### src/rtl/pwm_dimmer_defs.sv
// Shared encodings and sizing helpers for the PWM dimmer sequencer.
package pwm_dimmer_defs;

    typedef enum logic [2:0] {
        ST_IDLE      = 3'd0,
        ST_FADE      = 3'd1,
        ST_RAMP_UP   = 3'd2,
        ST_HOLD_HI   = 3'd3,
        ST_RAMP_DOWN = 3'd4,
        ST_HOLD_LO   = 3'd5
    } dim_state_e;

    localparam logic [1:0] MODE_MANUAL     = 2'b00;
    localparam logic [1:0] MODE_FADE       = 2'b01;
    localparam logic [1:0] MODE_BREATHE    = 2'b10;
    localparam logic [1:0] MODE_MANUAL_ALT = 2'b11;

    function automatic int duty_max(input int w);
        return (1 << w) - 1;
    endfunction

    // Width of a counter that runs 0..n-1, never narrower than one bit.
    function automatic int cnt_width(input int n);
        if (n <= 2) begin
            return 1;
        end else begin
            return $clog2(n);
        end
    endfunction

endpackage

### src/rtl/pwm_step_timer.sv
// Prescaler on period_end: emits step_tick once every STEP_PERIODS PWM periods.
module pwm_step_timer
    import pwm_dimmer_defs::*;
#(
    parameter int STEP_PERIODS = 8
) (
    input  logic clk,
    input  logic reset,
    input  logic clr_i,
    input  logic period_end_i,
    output logic step_tick_o
);

    localparam int             CNT_W    = cnt_width(STEP_PERIODS);
    localparam logic [CNT_W-1:0] CNT_LAST = CNT_W'(STEP_PERIODS - 1);

    logic [CNT_W-1:0] cnt_q;
    logic [CNT_W-1:0] cnt_d;
    logic             terminal_s;

    // Next count and the combinational step strobe.
    always_comb begin
        terminal_s  = (cnt_q == CNT_LAST);
        step_tick_o = period_end_i && terminal_s;
        if (clr_i) begin
            cnt_d = '0;
        end else if (period_end_i) begin
            cnt_d = terminal_s ? '0 : (cnt_q + CNT_W'(1));
        end else begin
            cnt_d = cnt_q;
        end
    end

    // Period counter register.
    always_ff @(posedge clk or negedge reset) begin
        if (!reset) begin
            cnt_q <= '0;
        end else begin
            cnt_q <= cnt_d;
        end
    end

endmodule

### src/rtl/pwm_dimmer_ctrl.sv
// Duty-cycle sequencer for the LED PWM datapath: manual, fade-to-target and breathe modes,
// with every duty update aligned to a PWM period boundary.
module pwm_dimmer_ctrl
    import pwm_dimmer_defs::*;
#(
    parameter int DUTY_W       = 4,
    parameter int STEP_PERIODS = 8,
    parameter int HOLD_STEPS   = 4
) (
    input  logic              clk,
    input  logic              reset,
    input  logic              enable,
    input  logic [1:0]        mode,
    input  logic [DUTY_W-1:0] manual_duty,
    input  logic [DUTY_W-1:0] target_duty,
    input  logic              start,
    input  logic              stop,
    input  logic              period_end,
    output logic [DUTY_W-1:0] duty_cycle,
    output logic              busy,
    output logic              done,
    output logic [2:0]        state
);

    localparam logic [DUTY_W-1:0] DUTY_MAX  = DUTY_W'(duty_max(DUTY_W));
    localparam int                HOLD_W    = cnt_width(HOLD_STEPS);
    localparam logic [HOLD_W-1:0] HOLD_LAST = HOLD_W'((HOLD_STEPS > 0) ? (HOLD_STEPS - 1) : 0);

    dim_state_e        state_q, state_d;
    logic [DUTY_W-1:0] duty_q, duty_d;
    logic [DUTY_W-1:0] target_q, target_d;
    logic [HOLD_W-1:0] hold_q, hold_d;
    logic              done_q, done_d;
    logic              busy_q, busy_d;

    logic              timer_clr_s;
    logic              step_tick_s;
    logic              start_ok_s;
    logic [DUTY_W-1:0] duty_inc_s;
    logic [DUTY_W-1:0] duty_dec_s;
    logic [DUTY_W-1:0] fade_next_s;

    pwm_step_timer #(
        .STEP_PERIODS (STEP_PERIODS)
    ) u_step_timer (
        .clk          (clk),
        .reset        (reset),
        .clr_i        (timer_clr_s),
        .period_end_i (period_end),
        .step_tick_o  (step_tick_s)
    );

    // State and datapath registers.
    always_ff @(posedge clk or negedge reset) begin
        if (!reset) begin
            state_q  <= ST_IDLE;
            duty_q   <= '0;
            target_q <= '0;
            hold_q   <= '0;
            done_q   <= 1'b0;
            busy_q   <= 1'b0;
        end else begin
            state_q  <= state_d;
            duty_q   <= duty_d;
            target_q <= target_d;
            hold_q   <= hold_d;
            done_q   <= done_d;
            busy_q   <= busy_d;
        end
    end

    // Next-state and duty update; enable and stop override everything else.
    always_comb begin
        state_d     = state_q;
        duty_d      = duty_q;
        target_d    = target_q;
        hold_d      = hold_q;
        done_d      = 1'b0;
        timer_clr_s = 1'b0;
        start_ok_s  = start && !stop;
        duty_inc_s  = (duty_q == DUTY_MAX) ? duty_q : (duty_q + DUTY_W'(1));
        duty_dec_s  = (duty_q == '0) ? duty_q : (duty_q - DUTY_W'(1));
        if (duty_q < target_q) begin
            fade_next_s = duty_inc_s;
        end else if (duty_q > target_q) begin
            fade_next_s = duty_dec_s;
        end else begin
            fade_next_s = duty_q;
        end

        if (!enable) begin
            state_d     = ST_IDLE;
            duty_d      = '0;
            hold_d      = '0;
            timer_clr_s = 1'b1;
        end else if (stop && (state_q != ST_IDLE)) begin
            state_d = ST_IDLE;
            hold_d  = '0;
        end else begin
            case (state_q)
                ST_IDLE: begin
                    if (start_ok_s && (mode == MODE_FADE)) begin
                        if (target_duty == duty_q) begin
                            done_d = 1'b1;
                        end else begin
                            state_d     = ST_FADE;
                            target_d    = target_duty;
                            timer_clr_s = 1'b1;
                        end
                    end else if (start_ok_s && (mode == MODE_BREATHE)) begin
                        state_d     = ST_RAMP_UP;
                        hold_d      = '0;
                        timer_clr_s = 1'b1;
                    end else if (period_end && ((mode == MODE_MANUAL) || (mode == MODE_MANUAL_ALT))) begin
                        duty_d = manual_duty;
                    end else begin
                        duty_d = duty_q;
                    end
                end
                ST_FADE: begin
                    if (step_tick_s) begin
                        duty_d = fade_next_s;
                        if (fade_next_s == target_q) begin
                            state_d = ST_IDLE;
                            done_d  = 1'b1;
                        end else begin
                            state_d = ST_FADE;
                        end
                    end else begin
                        duty_d = duty_q;
                    end
                end
                ST_RAMP_UP: begin
                    if (step_tick_s) begin
                        duty_d = duty_inc_s;
                        hold_d = '0;
                        if (duty_inc_s == DUTY_MAX) begin
                            state_d = (HOLD_STEPS == 0) ? ST_RAMP_DOWN : ST_HOLD_HI;
                        end else begin
                            state_d = ST_RAMP_UP;
                        end
                    end else begin
                        duty_d = duty_q;
                    end
                end
                ST_HOLD_HI: begin
                    if (step_tick_s) begin
                        if (hold_q == HOLD_LAST) begin
                            state_d = ST_RAMP_DOWN;
                            hold_d  = '0;
                        end else begin
                            hold_d  = hold_q + HOLD_W'(1);
                        end
                    end else begin
                        hold_d = hold_q;
                    end
                end
                ST_RAMP_DOWN: begin
                    if (step_tick_s) begin
                        duty_d = duty_dec_s;
                        hold_d = '0;
                        if (duty_dec_s == '0) begin
                            state_d = (HOLD_STEPS == 0) ? ST_RAMP_UP : ST_HOLD_LO;
                        end else begin
                            state_d = ST_RAMP_DOWN;
                        end
                    end else begin
                        duty_d = duty_q;
                    end
                end
                ST_HOLD_LO: begin
                    if (step_tick_s) begin
                        if (hold_q == HOLD_LAST) begin
                            state_d = ST_RAMP_UP;
                            hold_d  = '0;
                        end else begin
                            hold_d  = hold_q + HOLD_W'(1);
                        end
                    end else begin
                        hold_d = hold_q;
                    end
                end
                default: begin
                    state_d = ST_IDLE;
                    duty_d  = '0;
                    hold_d  = '0;
                end
            endcase
        end
    end

    // Output decode, registered alongside the state so busy tracks state exactly.
    always_comb begin
        busy_d = (state_d != ST_IDLE);
    end

    assign duty_cycle = duty_q;
    assign busy       = busy_q;
    assign done       = done_q;
    assign state      = state_q;

endmodule

### config.mk
export PLATFORM = sky130hd
export DESIGN_NAME = pwm_dimmer_ctrl
export DESIGN_NICKNAME = d
export VERILOG_FILES = /design/src/rtl/pwm_dimmer_defs.sv /design/src/rtl/pwm_step_timer.sv /design/src/rtl/pwm_dimmer_ctrl.sv
export SDC_FILE = /design/constraint.sdc
export NUM_CORES = 1
export LEC_CHECK = 0
export ABC_CLOCK_PERIOD_IN_PS = 2300
export CAP_MARGIN = 20
export CORE_MARGIN = 2
export CORE_UTILIZATION = 49
export CTS_CLUSTER_DIAMETER = 50
export DETAILED_ROUTE_END_ITERATION = 12
export GPL_TIMING_DRIVEN = 0
export HOLD_SLACK_MARGIN = 0.05
export PLACE_DENSITY_LB_ADDON = 0.25
export SYNTH_ARGS = -nofsm -noshare
export SYNTH_HDL_FRONTEND = slang
export SYNTH_SLANG_ARGS = --single-unit
### constraint.sdc
create_clock -name clk -period 2.3 [get_ports clk]
set_input_delay 0.345 -clock clk [delete_from_list [all_inputs] [get_ports clk]]
set_output_delay 0.345 -clock clk [all_outputs]
set_load 0.005 [all_outputs]
* After elaboration in Yosys (flattened, before gate mapping)
Cells that the tools add are included.
** Word-level totals
- Register bits after elaboration :: 18
- Bits of input ports :: 16
- Output and inout port bits :: 9
- Logic and storage cells :: 115
** Cells by class
- Add/sub/neg operators :: 4
- $lt $le $gt $ge :: 2
- Equal/unequal tests :: 27
- Muxes and demuxes :: 53
- Bitwise operators :: 2
- Reductions and logical operators :: 20
** Operators by type and width (count)
- $mux 4 :: 12
- $mux 3 :: 15
- $ne 3x3->1 const B :: 7
- $pmux 4 s5 :: 1
- $pmux 3 s6 :: 1
- $mux 1 :: 15
- $mux 2 :: 7
- $reduce_and 5->1 :: 2
- $eq 3x3->1 const B :: 3
- $eq 4x4->1 :: 2
- $eq 4x4->1 const B :: 2
- $logic_not 4->1 :: 2
- $ne 4x2->1 const B :: 2
- $ne 4x4->1 const B :: 2
- $pmux 2 s4 :: 1
- $reduce_and 8->1 :: 1
- $eq 2x2->1 const B :: 3
- $eq 3x2->1 const B :: 2
- $logic_and 1x1->1 :: 6
- $reduce_bool 3->1 :: 2
- $add 4x1->4 const B :: 1
- $gt 4x4->1 :: 1
- $lt 4x4->1 :: 1
- $ne 2x2->1 const B :: 2
- 13 further kinds :: 15

* Depth between registers and ports, before layout
- Word-level depth :: 11
- Depth in mapped cells :: 10

* Cells and area by module
A second synthesis with hierarchy kept.
** Unflattened totals
- Cells, all modules :: 202
- Area total of the unflattened synthesis :: 1674.1 um^2
** By module, submodules not included
- pwm_dimmer_ctrl :: instances 1, cells an instance 189, area each 1516.5 um^2, sequential area each 375.4 um^2
- pwm_step_timer :: instances 1, cells an instance 13, area each 157.7 um^2, sequential area each 75.1 um^2

* Worst setup path after synthesis
No wires, ideal clock.
- Kind :: reg-to-reg
- From :: reg duty_q[0], in the netlist duty_cycle[0]
- To :: reg busy_q, in the netlist busy
- Setup time :: 0.125 ns
- Arrival time :: 2.209 ns
- Data required time :: 2.175 ns
- Path slack :: -0.034 ns
- Cell stages (with the launch flop) :: 11
- Path buffers :: 1
- Period minus slack after synthesis :: 2.334 ns
- Cells stage by stage :: dfrtp_1 buf_2 inv_1 ha_1 inv_1 o31ai_1 mux2_2 mux2i_1 xnor2_1 a41o_1 nand3_1
** On the way
- Word-level cells in the longest chain between the ends :: 11
** Ends and longest elaborated chain
- start: declaration :: line pwm_dimmer_ctrl.sv:30 : logic [DUTY_W-1:0] duty_q, duty_d;
- start signal: assignment :: line pwm_dimmer_ctrl.sv:64 : duty_q <= duty_d;
- $sub 4x1->4 / $logic_not 4->1 (equally long branches) :: line pwm_dimmer_ctrl.sv:82 : duty_dec_s = (duty_q == '0) ? duty_q : (duty_q - DUTY_W'(1));
- $mux 4 :: line pwm_dimmer_ctrl.sv:82
- $mux 4 :: line pwm_dimmer_ctrl.sv:85 : end else if (duty_q > target_q) begin
- $mux 4 :: line pwm_dimmer_ctrl.sv:83 : if (duty_q < target_q) begin
- $eq 4x4->1 :: line pwm_dimmer_ctrl.sv:123 : if (fade_next_s == target_q) begin
- $mux 1 :: line pwm_dimmer_ctrl.sv:123
- $mux 3 :: line pwm_dimmer_ctrl.sv:121 : if (step_tick_s) begin
- $pmux 3 s6 * :: line pwm_dimmer_ctrl.sv:100 : case (state_q)
- $mux 3 * :: line pwm_dimmer_ctrl.sv:96 : end else if (stop && (state_q != ST_IDLE)) begin
- $mux 3 * :: line pwm_dimmer_ctrl.sv:91 : if (!enable) begin
- $reduce_bool 3->1 * :: line pwm_dimmer_ctrl.sv:194 : busy_d = (state_d != ST_IDLE);
- named net busy_d :: line pwm_dimmer_ctrl.sv:34 : logic busy_q, busy_d;
- end signal: assignment :: line pwm_dimmer_ctrl.sv:68 : busy_q <= busy_d;
- end: declaration :: line pwm_dimmer_ctrl.sv:34
Mark *: on every way through the listed nets, which the timed path passes. The rest lies on a longest branch.
A chain may end at the register's enable or synchronous reset.

* Final worst setup path
- From :: reg target_q[1]
- To :: reg duty_q[1], in the netlist duty_cycle[1]
** On the way
- Word-level cells in the longest chain between the ends :: 7
** Ends and longest elaborated chain
- start: declaration :: line pwm_dimmer_ctrl.sv:31 : logic [DUTY_W-1:0] target_q, target_d;
- start signal: assignment :: line pwm_dimmer_ctrl.sv:65 : target_q <= target_d;
- $gt 4x4->1 :: line pwm_dimmer_ctrl.sv:85
- $mux 4 :: line pwm_dimmer_ctrl.sv:85
- $mux 4 * :: line pwm_dimmer_ctrl.sv:83
- $mux 4 * :: line pwm_dimmer_ctrl.sv:121
- $pmux 4 s5 * :: line pwm_dimmer_ctrl.sv:100
- $mux 4 * :: line pwm_dimmer_ctrl.sv:96
- $mux 4 * :: line pwm_dimmer_ctrl.sv:91
Every way passes the cells marked *; elsewhere a longest branch is shown, timed or not. The select of a mux whose other input is x is not followed.

==> results.json <==
{
  "status": "complete, but fails checks",
  "violations": "setup timing",
  "syn2layout_area_growth_pct": 37.31,
  "drt_first_pass_iters": 5,
  "fin_nets": 276,
  "gp_congestion": 0.9079,
  "fin_tns_setup_ps": -351.1,
  "detail_route.vias_per_cell": 6.122,
  "fp.dieH_um": 62.74,
  "drt_iter0_markers": 169,
  "r2r_end": "duty_cycle[1]",
  "whs_ps": 495.2,
  "synthDominantCellAreaShare": 0.2665,
  "drive_above_1_share": 0.2702,
  "maxSlewViolCount": 0,
  "netlist_instances": 204,
  "setup_viol": 5,
  "cap_violations": 0,
  "hp-class": "in -> async",
  "synth_area_mm2": 0.001690,
  "overflow": 0,
  "rsz0062_at_grt": "true",
  "yosys.area_share.simple": 0.2161,
  "yosysSeqAreaShare": 0.2665,
  "critPathArrivalTime_ps": 2610,
  "cts-hold-fix-buffers": 0,
  "synthTopCellsByArea": "dfrtp_1, ha_1, xnor2_1, mux2_2, nand3_1",
  "place_area_mm2": 0.001991,
  "drc": 0,
  "reg2reg_slack_ps": -110,
  "async_flop_share": 1.000,
  "r2r_start": "target_q[1]",
  "synth_adder_area_share": 0.08142,
  "die-area_mm2": 0.003936,
  "final_area_mm2": 0.002321,
  "clockBufferDepth": 2,
  "htree_levels": 1,
  "cts_buffers": 3,
  "wl_per_cell_um": 17.06,
  "fin_crit_sh": 1.049,
  "dp_hpwl_mm": 3.254,
  "cts_num_sinks": 18,
  "powerDensity_mw_per_mm2": 534.9,
  "gr-usage-all-layers": 0.2353,
  "rr_worst_depth": 10,
  "slew_headroom": 0.4538,
  "synth_xor_area_frac": 0.05699,
  "die_x_um": 62.74,
  "final_core_util": 0.6955,
  "synth_area_per_cell_um2": 8.286,
  "required_ps": 2500,
  "core_mm2": 0.003337,
  "grt_first_pass_wirelength_mm": 7.424,
  "p_leak_nw": 0.9784,
  "ys_seq_elements": 18,
  "synthFlopType": "dfrtp_1",
  "grt_max_degree": 19,
  "ys_warn_count": 0,
  "worst_slew_pin_slew_ps": 816.7,
  "place.port_buffers": 24,
  "fin_crit_ps": 2413,
  "start_util": 0.5066,
  "via_count": 1800,
  "clkLatencyLatePin_ps": 300,
  "skew_ps": 3.334,
  "final_common_cell": "clkdlybuf4s50_1",
  "clockRootBuffer": "clkbuf_4",
  "antennaDiodeCount": 0,
  "synth_top_family_by_area": "compound AO/OA/AOI/OAI gates",
  "syn_nets": 231,
  "clk_pin_slew_ps": 120,
  "synth_compound_area_frac": 0.2184,
  "wl_mm": 5.015,
  "rows": 21,
  "synthDistinctLibCells": 51,
  "path_max_fanout": 5,
  "startpoint_type": "register",
  "io_pins": 25,
  "synth_top_cell_by_area": "dfrtp_1",
  "synth_edf_count": 0,
  "path_class": "reg -> reg",
  "antenna_found_initial": 0,
  "worst_slack_ps": -112.9,
  "ir_drop_mv": 0.4099,
  "antenna_left": 0,
  "cts_tree": "done",
  "max_freq_mhz": 414.4,
  "grt_pass1_vias": 1613,
  "synthMuxAreaShare": 0.08956,
  "final_hold_viol_count": 0,
  "worst_setup_path_end_kind": "register",
  "layout_common_cells": "clkdlybuf4s50_1, nor2_1, buf_4"
}
## sequential cells by signal, summed over array words and instances, names as in the netlist
register and count:
u_step_timer.cnt_q 3, duty_cycle 4, busy 1, state 3, done 1, target_q 4, hold_q 2
## per-stage QoR
| stage | setup WS (ps) | cells | power [W] |
|---|---|---|---|
| floorplan | 32.79 | 204 | 0.0006782 |
| global placement | -310.2 | 274 | 0.0007897 |
| detailed placement | -393.5 | 274 | 0.0008035 |
| CTS | 0.7858 | 285 | 0.001107 |
| global route | -156.9 | 294 | 0.001291 |
| finish | -112.9 | 294 | 0.001241 |
## layout make-up
type,instances,area [um2]
plain buffers,10,66.31
clock buffers,4,36.28
fillers,277,1016
inverters,15,66.31
multi-input cells,160,1272
flip-flops and latches,18,454.2
well taps,46,57.56
repair buffers,41,367.9
## worst max-delay path, stage by stage, from the launching register on
cell	delay, ps
dfrtp_1	430
inv_2	80
ha_4	200
nor2b_1	130
o211ai_1	380
nand2_2	260
mux2i_4	270
buf_4	140
nand3_1	70
o21ai_0	100
a22o_1	230
## power by group
| part | leakage [nW] | switching, W | internal [W] |
|---|---|---|---|
| Sequential | 0.237 | 0.0000289 | 0.000346 |
| Combinational | 0.720 | 0.000323 | 0.000334 |
| Clock | 0.0210 | 0.000113 | 0.0000967 |
| Total | 0.978 | 0.000465 | 0.000776 |
## how the worst max path moves through the flow
stage,from,to,slack [ps]
global placement,duty_cycle[0],busy,-310
global route,target_q[1],duty_cycle[1],-160
CTS,duty_cycle[0],busy,0.8
floorplan,duty_cycle[0],busy,30
detailed placement,duty_cycle[0],busy,-390
finish,target_q[1],duty_cycle[1],-110
## logic make-up after synthesis
| group | count (synthesis) |
|---|---|
| simple gates | 74 |
| mux | 13 |
| compound gates | 51 |
| flops | 18 |
| buf+inv | 26 |
| fa+ha+maj | 11 |
| xor+xnor | 11 |
## metal layers
layer / up-vias / GRT usage / share of wire
li1: 837 / - / -
met1: 850 / 0.3103 / 0.41
met2: 96 / 0.4005 / 0.49
met3: 17 / 0.02162 / 0.064
met4: 0 / 0.08889 / 0.029
met5: - / 0 / 0
## cells in the mapped netlist, drive strengths merged, types with 2 or more instances
| cell | n |
|---|---|
| a211oi | 3 |
| a21bo | 2 |
| a21oi | 13 |
| a22o | 3 |
| a41o | 2 |
| buf | 7 |
| clkbuf | 4 |
| dfrtp | 18 |
| ha | 11 |
| inv | 15 |
| mux2 | 7 |
| mux2i | 6 |
| nand2 | 16 |
| nand3 | 15 |
| nand4 | 7 |
| nor2 | 19 |
| nor2b | 2 |
| nor3 | 6 |
| o21ai | 7 |
| o22a | 2 |
| o22ai | 3 |
| o32ai | 2 |
| o41ai | 2 |
| or2 | 2 |
| xnor2 | 10 |
## timing repair
| action | CTS | global route |
|---|---|---|
| setup buffers | 8 | 9 |
| setup endpoints to repair | 6 | 6 |
| resized for setup | 21 | 17 |
| pin swaps | 5 | 10 |
(Power assumes the default switching activity.)
